## config.mk

```make
export PLATFORM = sky130hd
export DESIGN_NAME = note_lane
export DESIGN_NICKNAME = d
export VERILOG_FILES = /design/src/rtl/note_lane.sv
export SDC_FILE = /design/constraint.sdc
export NUM_CORES = 1
export LEC_CHECK = 0
export CAP_MARGIN = 20
export CORE_MARGIN = 2
export CORE_UTILIZATION = 45
export CTS_BUF_LIST = sky130_fd_sc_hd__clkbuf_4 sky130_fd_sc_hd__clkbuf_8
export DETAILED_ROUTE_END_ITERATION = 10
export PLACE_DENSITY_LB_ADDON = 0.25
export SLEW_MARGIN = 25
export SYNTH_ARGS = -nofsm -noshare
export SYNTH_HDL_FRONTEND = slang
export SYNTH_SLANG_ARGS = --single-unit
```

## constraint.sdc

```tcl
create_clock -name gameclk -period 6.9 [get_ports gameclk]
set_input_delay 1.035 -clock gameclk [delete_from_list [all_inputs] [get_ports gameclk]]
set_output_delay 1.035 -clock gameclk [all_outputs]
set_load 0.03 [all_outputs]
```

## src/rtl/note_lane.sv

```systemverilog
// One guitar lane holding up to NUM_SLOTS falling notes with strum judging and miss detection.
// Optional hit/miss statistics counters are enabled by defining NOTE_LANE_STATS_EN.
module note_lane #(
  parameter int H_MIDDLE  = 320,
  parameter int WIDTH     = 40,
  parameter int NUM_SLOTS = 4,
  parameter int SPEED     = 1,
  parameter int SCREEN_H  = 480,
  parameter int HIT_Y     = 440,
  parameter int HIT_WIN   = 16
) (
  input  logic                     gameclk,
  input  logic                     in_reset_n,
  input  logic                     in_spawn,
  input  logic [8:0]               in_height,
  input  logic                     in_strum,
  output logic [9:0]               o_xlow,
  output logic [9:0]               o_xhigh,
  output logic [NUM_SLOTS-1:0]     o_active,
  output logic [10*NUM_SLOTS-1:0]  o_yhigh,
  output logic [10*NUM_SLOTS-1:0]  o_ylow,
  output logic                     o_hit,
  output logic                     o_ghost,
  output logic                     o_miss,
  output logic                     o_overflow,
  output logic [15:0]              o_hit_count,
  output logic [15:0]              o_miss_count
);

  localparam logic [10:0] HIT_LO    = 11'(HIT_Y - HIT_WIN);
  localparam logic [10:0] HIT_HI    = 11'(HIT_Y + HIT_WIN);
  localparam logic [10:0] MISS_BASE = 11'(SCREEN_H - 1);
  localparam logic [9:0]  STEP      = 10'(SPEED);

  logic [NUM_SLOTS-1:0] active;
  logic [9:0]           yhigh  [NUM_SLOTS];
  logic [8:0]           height [NUM_SLOTS];

  logic [NUM_SLOTS-1:0] hit_sel;
  logic [NUM_SLOTS-1:0] past;
  logic [NUM_SLOTS-1:0] miss_sel;
  logic [NUM_SLOTS-1:0] free_sel;
  logic                 found;
  logic                 free_found;
  logic [9:0]           best_y;
  logic [3:0]           miss_num;

  assign o_xlow   = 10'(H_MIDDLE - WIDTH);
  assign o_xhigh  = 10'(H_MIDDLE + WIDTH);
  assign o_active = active;

  // Everything below is decided from start-of-cycle state only.
  // NOTE: combinational logic uses blocking '=' with a default for every output first, so no latch is inferred.
  always_comb begin
    hit_sel    = '0;
    past       = '0;
    miss_sel   = '0;
    free_sel   = '0;
    found      = 1'b0;
    free_found = 1'b0;
    best_y     = '0;
    miss_num   = '0;
    for (int i = 0; i < NUM_SLOTS; i++) begin
      past[i] = active[i] && ({1'b0, yhigh[i]} > (MISS_BASE + {2'b00, height[i]}));
      // Strict '>' keeps the lowest index on equal heights.
      if (in_strum && active[i] &&
          ({1'b0, yhigh[i]} >= HIT_LO) && ({1'b0, yhigh[i]} <= HIT_HI) &&
          (!found || (yhigh[i] > best_y))) begin
        found      = 1'b1;
        best_y     = yhigh[i];
        hit_sel    = '0;
        hit_sel[i] = 1'b1;
      end
      if (!active[i] && !free_found) begin
        free_found  = 1'b1;
        free_sel[i] = 1'b1;
      end
    end
    miss_sel = past & ~hit_sel;
    for (int i = 0; i < NUM_SLOTS; i++) begin
      if (miss_sel[i]) miss_num = miss_num + 4'd1;
    end
  end

  always_comb begin
    o_yhigh = '0;
    o_ylow  = '0;
    for (int i = 0; i < NUM_SLOTS; i++) begin
      o_yhigh[10*i +: 10] = yhigh[i];
      o_ylow[10*i +: 10]  = (yhigh[i] >= {1'b0, height[i]}) ? (yhigh[i] - {1'b0, height[i]}) : 10'd0;
    end
  end

  // NOTE: the per-slot arrays are a handful of flops, not a RAM, so they take the async reset like all other state.
  always_ff @(posedge gameclk or negedge in_reset_n) begin
    if (!in_reset_n) begin
      active     <= '0;
      o_hit      <= 1'b0;
      o_ghost    <= 1'b0;
      o_miss     <= 1'b0;
      o_overflow <= 1'b0;
      for (int i = 0; i < NUM_SLOTS; i++) begin
        yhigh[i]  <= '0;
        height[i] <= 9'd1;
      end
    end else begin
      for (int i = 0; i < NUM_SLOTS; i++) begin
        if (hit_sel[i] || miss_sel[i]) begin
          active[i] <= 1'b0;
        end else if (free_sel[i] && in_spawn) begin
          active[i] <= 1'b1;
          yhigh[i]  <= '0;
          height[i] <= (in_height == 9'd0) ? 9'd1 : in_height;
        end else if (active[i]) begin
          yhigh[i] <= yhigh[i] + STEP;
        end
      end
      o_hit      <= |hit_sel;
      o_ghost    <= in_strum && !found;
      o_miss     <= |miss_sel;
      o_overflow <= in_spawn && !free_found;
    end
  end

`ifdef NOTE_LANE_STATS_EN
  logic [16:0] miss_sum;
  assign miss_sum = {1'b0, o_miss_count} + 17'(miss_num);

  always_ff @(posedge gameclk or negedge in_reset_n) begin
    if (!in_reset_n) begin
      o_hit_count  <= '0;
      o_miss_count <= '0;
    end else begin
      if (found && (o_hit_count != 16'hFFFF)) o_hit_count <= o_hit_count + 16'd1;
      o_miss_count <= miss_sum[16] ? 16'hFFFF : miss_sum[15:0];
    end
  end
`else
  logic unused_miss_num;
  assign unused_miss_num = ^miss_num;
  assign o_hit_count  = '0;
  assign o_miss_count = '0;
`endif

endmodule

```

* Yosys cells after proc, flatten, opt, wreduce, memory -nomap -nowiden
Index checks and enable logic that the tools add are counted.
** Word-level totals
- Input bits :: 13
- Register bits :: 84
- Output and inout bits :: 140
** Operators by class
- Add/subtract/negate cells :: 12
- Muxes and demuxes :: 39
- Bitwise gates (word level) :: 6
- Reductions and logical operators :: 64
- $lt $le $gt $ge :: 19
** Operators by type and width (count)
- $mux W10 :: 15
- $gt A10 B10 Y1 :: 7
- $add A10 B1 Y10 const B :: 4
- $add A9 B9 Y10 const A :: 4
- $ge A10 B9 Y1 :: 4
- $ge A10 B9 Y1 const B :: 4
- $le A10 B9 Y1 const B :: 4
- $sub A10 B9 Y10 :: 4
- $logic_and A1 B1 Y1 :: 28
- $mux W1 :: 20
- $reduce_and A2 Y1 :: 8
- $reduce_bool A2 Y1 :: 8
- $logic_not A1 Y1 :: 10
- $logic_not A9 Y1 :: 1
- $mux W9 :: 1
- $mux W4 :: 2
- $reduce_or A4 Y1 :: 2
- $logic_or A1 B1 Y1 :: 7
- $and A4 B4 Y4 :: 1
- $not A1 Y1 :: 4
- $not A4 Y4 :: 1
- $mux W2 :: 1

* Depth between registers and ports, before layout
- Depth in word-level cells :: 21
- Depth in mapped cells :: 30
- Depth with buffers taken out :: 28

* Worst setup path before layout
OpenSTA, ideal clock, no wires.
- Path kind :: input port to flip-flop
- Start :: input port in_strum
- End :: register yhigh, in the netlist o_yhigh[39]
- Required time :: 6.779 ns
- Path slack :: -0.440 ns
- Stages :: 28
- Data arrival time :: 7.219 ns
- Cell sequence :: nand4_1 -> a21oi_4 -> clkbuf_1 -> nand2_1 -> ha_1 -> nand4_1 -> a211oi_1 -> a2111oi_0 -> a211oi_1 -> clkbuf_1 -> nor2_1 -> a21oi_1 -> ha_1 -> a21oi_1 -> o21ai_0 -> a2111o_1 -> a32oi_1 -> clkbuf_1 -> nor2_1 -> a21o_1 -> ha_1 -> a21oi_1 -> o21ai_0 -> a2111oi_2 -> o32ai_2 -> a2111oi_4 -> a21oi_1 -> o22a_1
** Between the ends
- Longest elaborated chain between the ends :: 21
- Elaborated cells on any way between the ends :: 36
- Those cells by class :: order compare (3); mux (7); bitwise (3); reduce/logical (23)
** RTL lines
- start, declared :: line 16 : input logic in_strum,
- $logic_and A1 B1 Y1 (2 in a row) :: line 66 : if (in_strum && active[i] &&
- $logic_and A1 B1 Y1 :: line 67 : ({1'b0, yhigh[i]} >= HIT_LO) && ({1'b0, yhigh[i]} <= HIT_HI) &&
- $mux W10 or $mux W1 (tied branches) :: line 66
- $gt A10 B10 Y1 or $logic_not A1 Y1 (tied branches) :: line 68 : (!found || (yhigh[i] > best_y))) begin
- $logic_or A1 B1 Y1 :: line 68
- $logic_and A1 B1 Y1 :: line 67
- $mux W10 or $mux W1 (tied branches) :: line 66
- $gt A10 B10 Y1 or $logic_not A1 Y1 (tied branches) :: line 68
- [4 not listed]
- $logic_or A1 B1 Y1 :: line 68
- $logic_and A1 B1 Y1 * :: line 67
- $mux W4 * :: line 66
- $not A4 Y4 :: line 79 : miss_sel = past & ~hit_sel;
- $and A4 B4 Y4 :: line 79
- $logic_or A1 B1 Y1 * :: line 108 : if (hit_sel[i] || miss_sel[i]) begin
- $not A1 Y1 (no line) *
- $reduce_and A2 Y1 (no line) *
- end signal, assigned by index :: line 115 : yhigh[i] <= yhigh[i] + STEP;
- end, declared :: line 36 : logic [9:0] yhigh [NUM_SLOTS];
Every way passes the cells marked *; elsewhere a longest branch is shown, timed or not.
A chain may end at the register's enable or synchronous reset.

* Worst setup path in the final report
- Start :: input port in_strum
- End :: register yhigh, in the netlist o_yhigh[25]
** Between the ends
- Longest elaborated chain between the ends :: 21
- Elaborated cells on any way between the ends :: 37
- Those cells by class :: order compare (3); mux (8); bitwise (3); reduce/logical (23)
** RTL lines (line)
- $logic_and A1 B1 Y1 (2 in a row) :: 66
- $logic_and A1 B1 Y1 :: 67
- $mux W10 or $mux W1 (tied branches) :: 66
- $gt A10 B10 Y1 or $logic_not A1 Y1 (tied branches) :: 68
- $logic_or A1 B1 Y1 :: 68
- $logic_and A1 B1 Y1 :: 67
- $mux W10 or $mux W1 (tied branches) :: 66
- $gt A10 B10 Y1 or $logic_not A1 Y1 (tied branches) :: 68
- [4 not listed]
- $logic_or A1 B1 Y1 :: 68
- $logic_and A1 B1 Y1 :: 67
- $mux W4 * :: 66
- $not A4 Y4 :: 79
- $and A4 B4 Y4 :: 79
- $logic_or A1 B1 Y1 * :: 108
- $not A1 Y1 (no line) *
- $reduce_and A2 Y1 (no line) *
Marks and branches as above.

==> impl_metrics.tcl <==
set metrics [dict create \
    start_util_pct 45.85 \
    arrival_ns 7.05 \
    path_clk_slew_ns 0.10 \
    clock_power_share_pct 7.1 \
    reg2reg_from "o_yhigh[1]$_DFFE_PN0P_" \
    finalNonFillerCells 1437 \
    drive_above_1_share_pct 14.55 \
    hold_viol_final 0 \
    slowest_delay_ns 0.44 \
    first_iter_violations 503 \
    syn_inst 1035 \
    crit_slowest_cell "or3_4" \
    p_comb_share_pct 73.3 \
    fin_ws_ns 0.1661 \
    p_int_mw 2.618 \
    syn_area_um2 8577 \
    rsz0062_at_grt "true" \
    synthDistinctLibCells 72 \
    grt_pass1_vias 7500 \
    diodes 0 \
    synth_seq_cells 84 \
    grt_max_degree 46 \
    async_reset_ff_share_pct 100.0 \
    gp_congestion 0.9431 \
    antenna_left 0 \
    setup_viol 0 \
    worst_hold_path_type "reg -> reg" \
    min-delay-start "height[9]$_DFFE_PN1P_" \
    cts_tree "done" \
    r2r_cells 33 \
    tightest_slew_ns 0.9411 \
    fmax_ghz 0.1485 \
    status "finished clean" \
    multiInputGateArea_um2 6106 \
    p_sw_mw 2.841 \
    dp_slack_ns -0.6788 \
    vias 7929 \
    dp_hpwl_um 18270 \
    fin_worst_skew_ns 0.01685 \
    viasPerCell 5.518 \
    worst-path-max-fanout 8 \
    die_w_um 142.1 \
    syn_avg_cell_area_um2 8.287 \
    fp.coreArea_um2 18710 \
    switching_share_pct 52.04 \
    synthFlopType "dfrtp_1" \
    die_h_um 142.1 \
    maxSlewViolCount 0 \
    ios 153 \
    utilization_pct 56.45 \
    clock_latency_ns 0.40 \
    avgRoutedWirePerCell_um 17.02 \
    nets 1333 \
    crit_type "in -> reg" \
    pwr-share-seq_pct 19.6 \
    wirelength_um 24460 \
    syn_to_final_growth_pct 23.12 \
    cp-end-kind "register" \
    setup_tns_ns 0 \
    dr.pass1.iters 5 \
    cp_data_required_time_ns 7.22 \
    ys_top_cells_by_area "dfrtp_1, ha_1, o21ai_0, buf_4, xnor2_1" \
    hold_end "height[9]$_DFFE_PN1P_" \
    min_path_cells 2 \
    placementRows 50 \
    p_leak_nw 4.843 \
    cts.sinks 84 \
    fin_crit_ns 6.734 \
    netlist.area_leader.share_pct 23.34 \
    io_buffers 100 \
    crit_top_cell "buf_4" \
    reg2reg_slack_ns 0.25 \
    die_area_um2 20180 \
    antenna_found_initial 0 \
    nFillCells 1749 \
    synth_warnings 0 \
    seq_area_frac_synth_pct 24.57 \
    ctsRootBufferMaster "clkbuf_8" \
    grt_use_total_pct 24.35 \
    grt-ovfl-total 0 \
    synth_commonest_cells "ha_1, nor2_1, inv_1, o21ai_0, dfrtp_1" \
    dpl_cell_area_um2 10010 \
    seq_area_um2 2107 \
    finalCritPeriodShare_pct 97.59 \
    max-slew-margin-rel_pct 37.10 \
    route.detailed.drc 0 \
    yosysTopAreaCell "dfrtp_1" \
    grt_pass1_wl_um 39210 \
    max_cap_violations 0 \
    powerDensity_nw_per_um2 516.9 \
    startpoint_type "input pin" \
    synth_edf_count 0 \
    dp.cells 1405 \
    h-tree-depth 3 \
    clk_path_buf_depth 2 \
    cts_buffers 9 \
    final_area_um2 10560 \
    irDropWorstVdd_mv 0.5967 \
    yosysMostFrequentCell "ha_1" \
    r2r-end "o_yhigh[25]$_DFFE_PN0P_" \
]
==> flip-flops by register name, summed over array words and instances (netlist names) <==
| name | count |
|---|---|
| o_miss | 1 |
| height | 36 |
| o_yhigh | 40 |
| o_overflow | 1 |
| o_ghost | 1 |
| o_active | 4 |
| o_hit | 1 |
==> cells by family (layout without fill, tap and decap cells) <==
family          after synthesis  count (layout)  share of synthesized area (%)
other cells                   2              55                        0.08756
fa+ha+maj                   122             122                          18.15
compound gates              267             267                          20.66
buf+inv                     156             271                          9.132
xor+xnor                     51              51                          5.208
simple gates                337             337                          20.12
flops                        84              84                          24.57
mux                          16              16                          2.086
==> worst max-delay path by stage <==
stage / start / end / slack (ns)
detailed placement: in_strum / o_yhigh[39]$_DFFE_PN0P_ / -0.68
CTS: in_strum / o_yhigh[14]$_DFFE_PN0P_ / 0.13
floorplan: in_strum / o_yhigh[39]$_DFFE_PN0P_ / 0.05
finish: in_strum / o_yhigh[25]$_DFFE_PN0P_ / 0.17
global placement: in_strum / o_yhigh[22]$_DFFE_PN0P_ / -0.53
global route: in_strum / o_yhigh[25]$_DFFE_PN0P_ / -0.13
==> per-stage QoR <==
stage | power [mW] | hold slack, ns
4_1_cts | 5.381 | 0.5125
6_report | 5.459 | 0.5119
5_1_grt | 5.966 | 0.5377
3_5_place_dp | 4.944 | 0.4989
2_1_floorplan | 3.783 | 0.4700
3_3_place_gp | 4.890 | 0.4846
==> worst max-delay path, delay by kind of cell <==
family                     cells  cell delay, ns
adders and majority gates      3            0.89
and+or+nand+nor               10            1.85
buffers and inverters          8            1.15
AOI/OAI and AO/OA             12            2.10
==> layout make-up <==
class,instances,area share (%)
multi-input cells,848,57.82
flip-flops and latches,84,19.95
repair buffers,168,14.38
inverters,87,3.092
well taps,234,2.773
clock buffers,10,1.303
clock inverters,6,0.6754
==> layer usage <==
layer	GRT usage [%]	up-vias	routed length, um
li1	-	3927	-
met1	32.97	3765	11110
met2	40.33	210	11720
met3	3.634	27	1263
met4	7.316	0	374
met5	0	-	0
==> cells in the final DEF (no fill, tap or decap), types with 5 or more instances in the layout <==
master           netlist  routed
ha_1                 118     116
clkdlybuf4s50_1        0      98
nor2_1                96      94
inv_1                 84      84
dfrtp_1               80      80
o21ai_0               83      73
buf_4                 52      65
nand2_1               64      64
conb_1                 2      55
a21oi_1               52      46
xnor2_1               43      43
nand3_1               37      36
a21o_1                32      32
nand4_1               22      22
nor2b_1               19      19
and3_1                19      19
nor3_1                20      18
nand2b_1              16      16
o31ai_1               24      15
mux2_2                15      15
o21ai_1                4      11
a31oi_1               11      11
clkbuf_8               0      10
nor4_1                 9       9
xor2_1                 8       8
or2_2                  8       8
a21oi_2                1       7
o31ai_2                0       6
a211oi_2               0       6
o22ai_1                6       5
o21bai_1               5       5
and4_1                 5       5
==> power by group through the flow <==
| stage | clock network (mW) | registers (mW) | logic [mW] |
|---|---|---|---|
| floorplan | 0 | 1.13 | 2.65 |
| global placement | 0 | 1.06 | 3.83 |
| detailed placement | 0 | 1.06 | 3.88 |
| CTS | 0.393 | 1.06 | 3.93 |
| global route | 0.414 | 1.10 | 4.45 |
| finish | 0.388 | 1.07 | 4.00 |
==> repair_timing <==
item,CTS,global route
hold buffers,0,0
gates cloned,1,1
pin swaps,4,24
setup endpoints to repair,39,45
gates resized for setup,12,53
hold endpoints to repair,0,0
setup buffers,7,7
(Power assumes the default switching activity.)
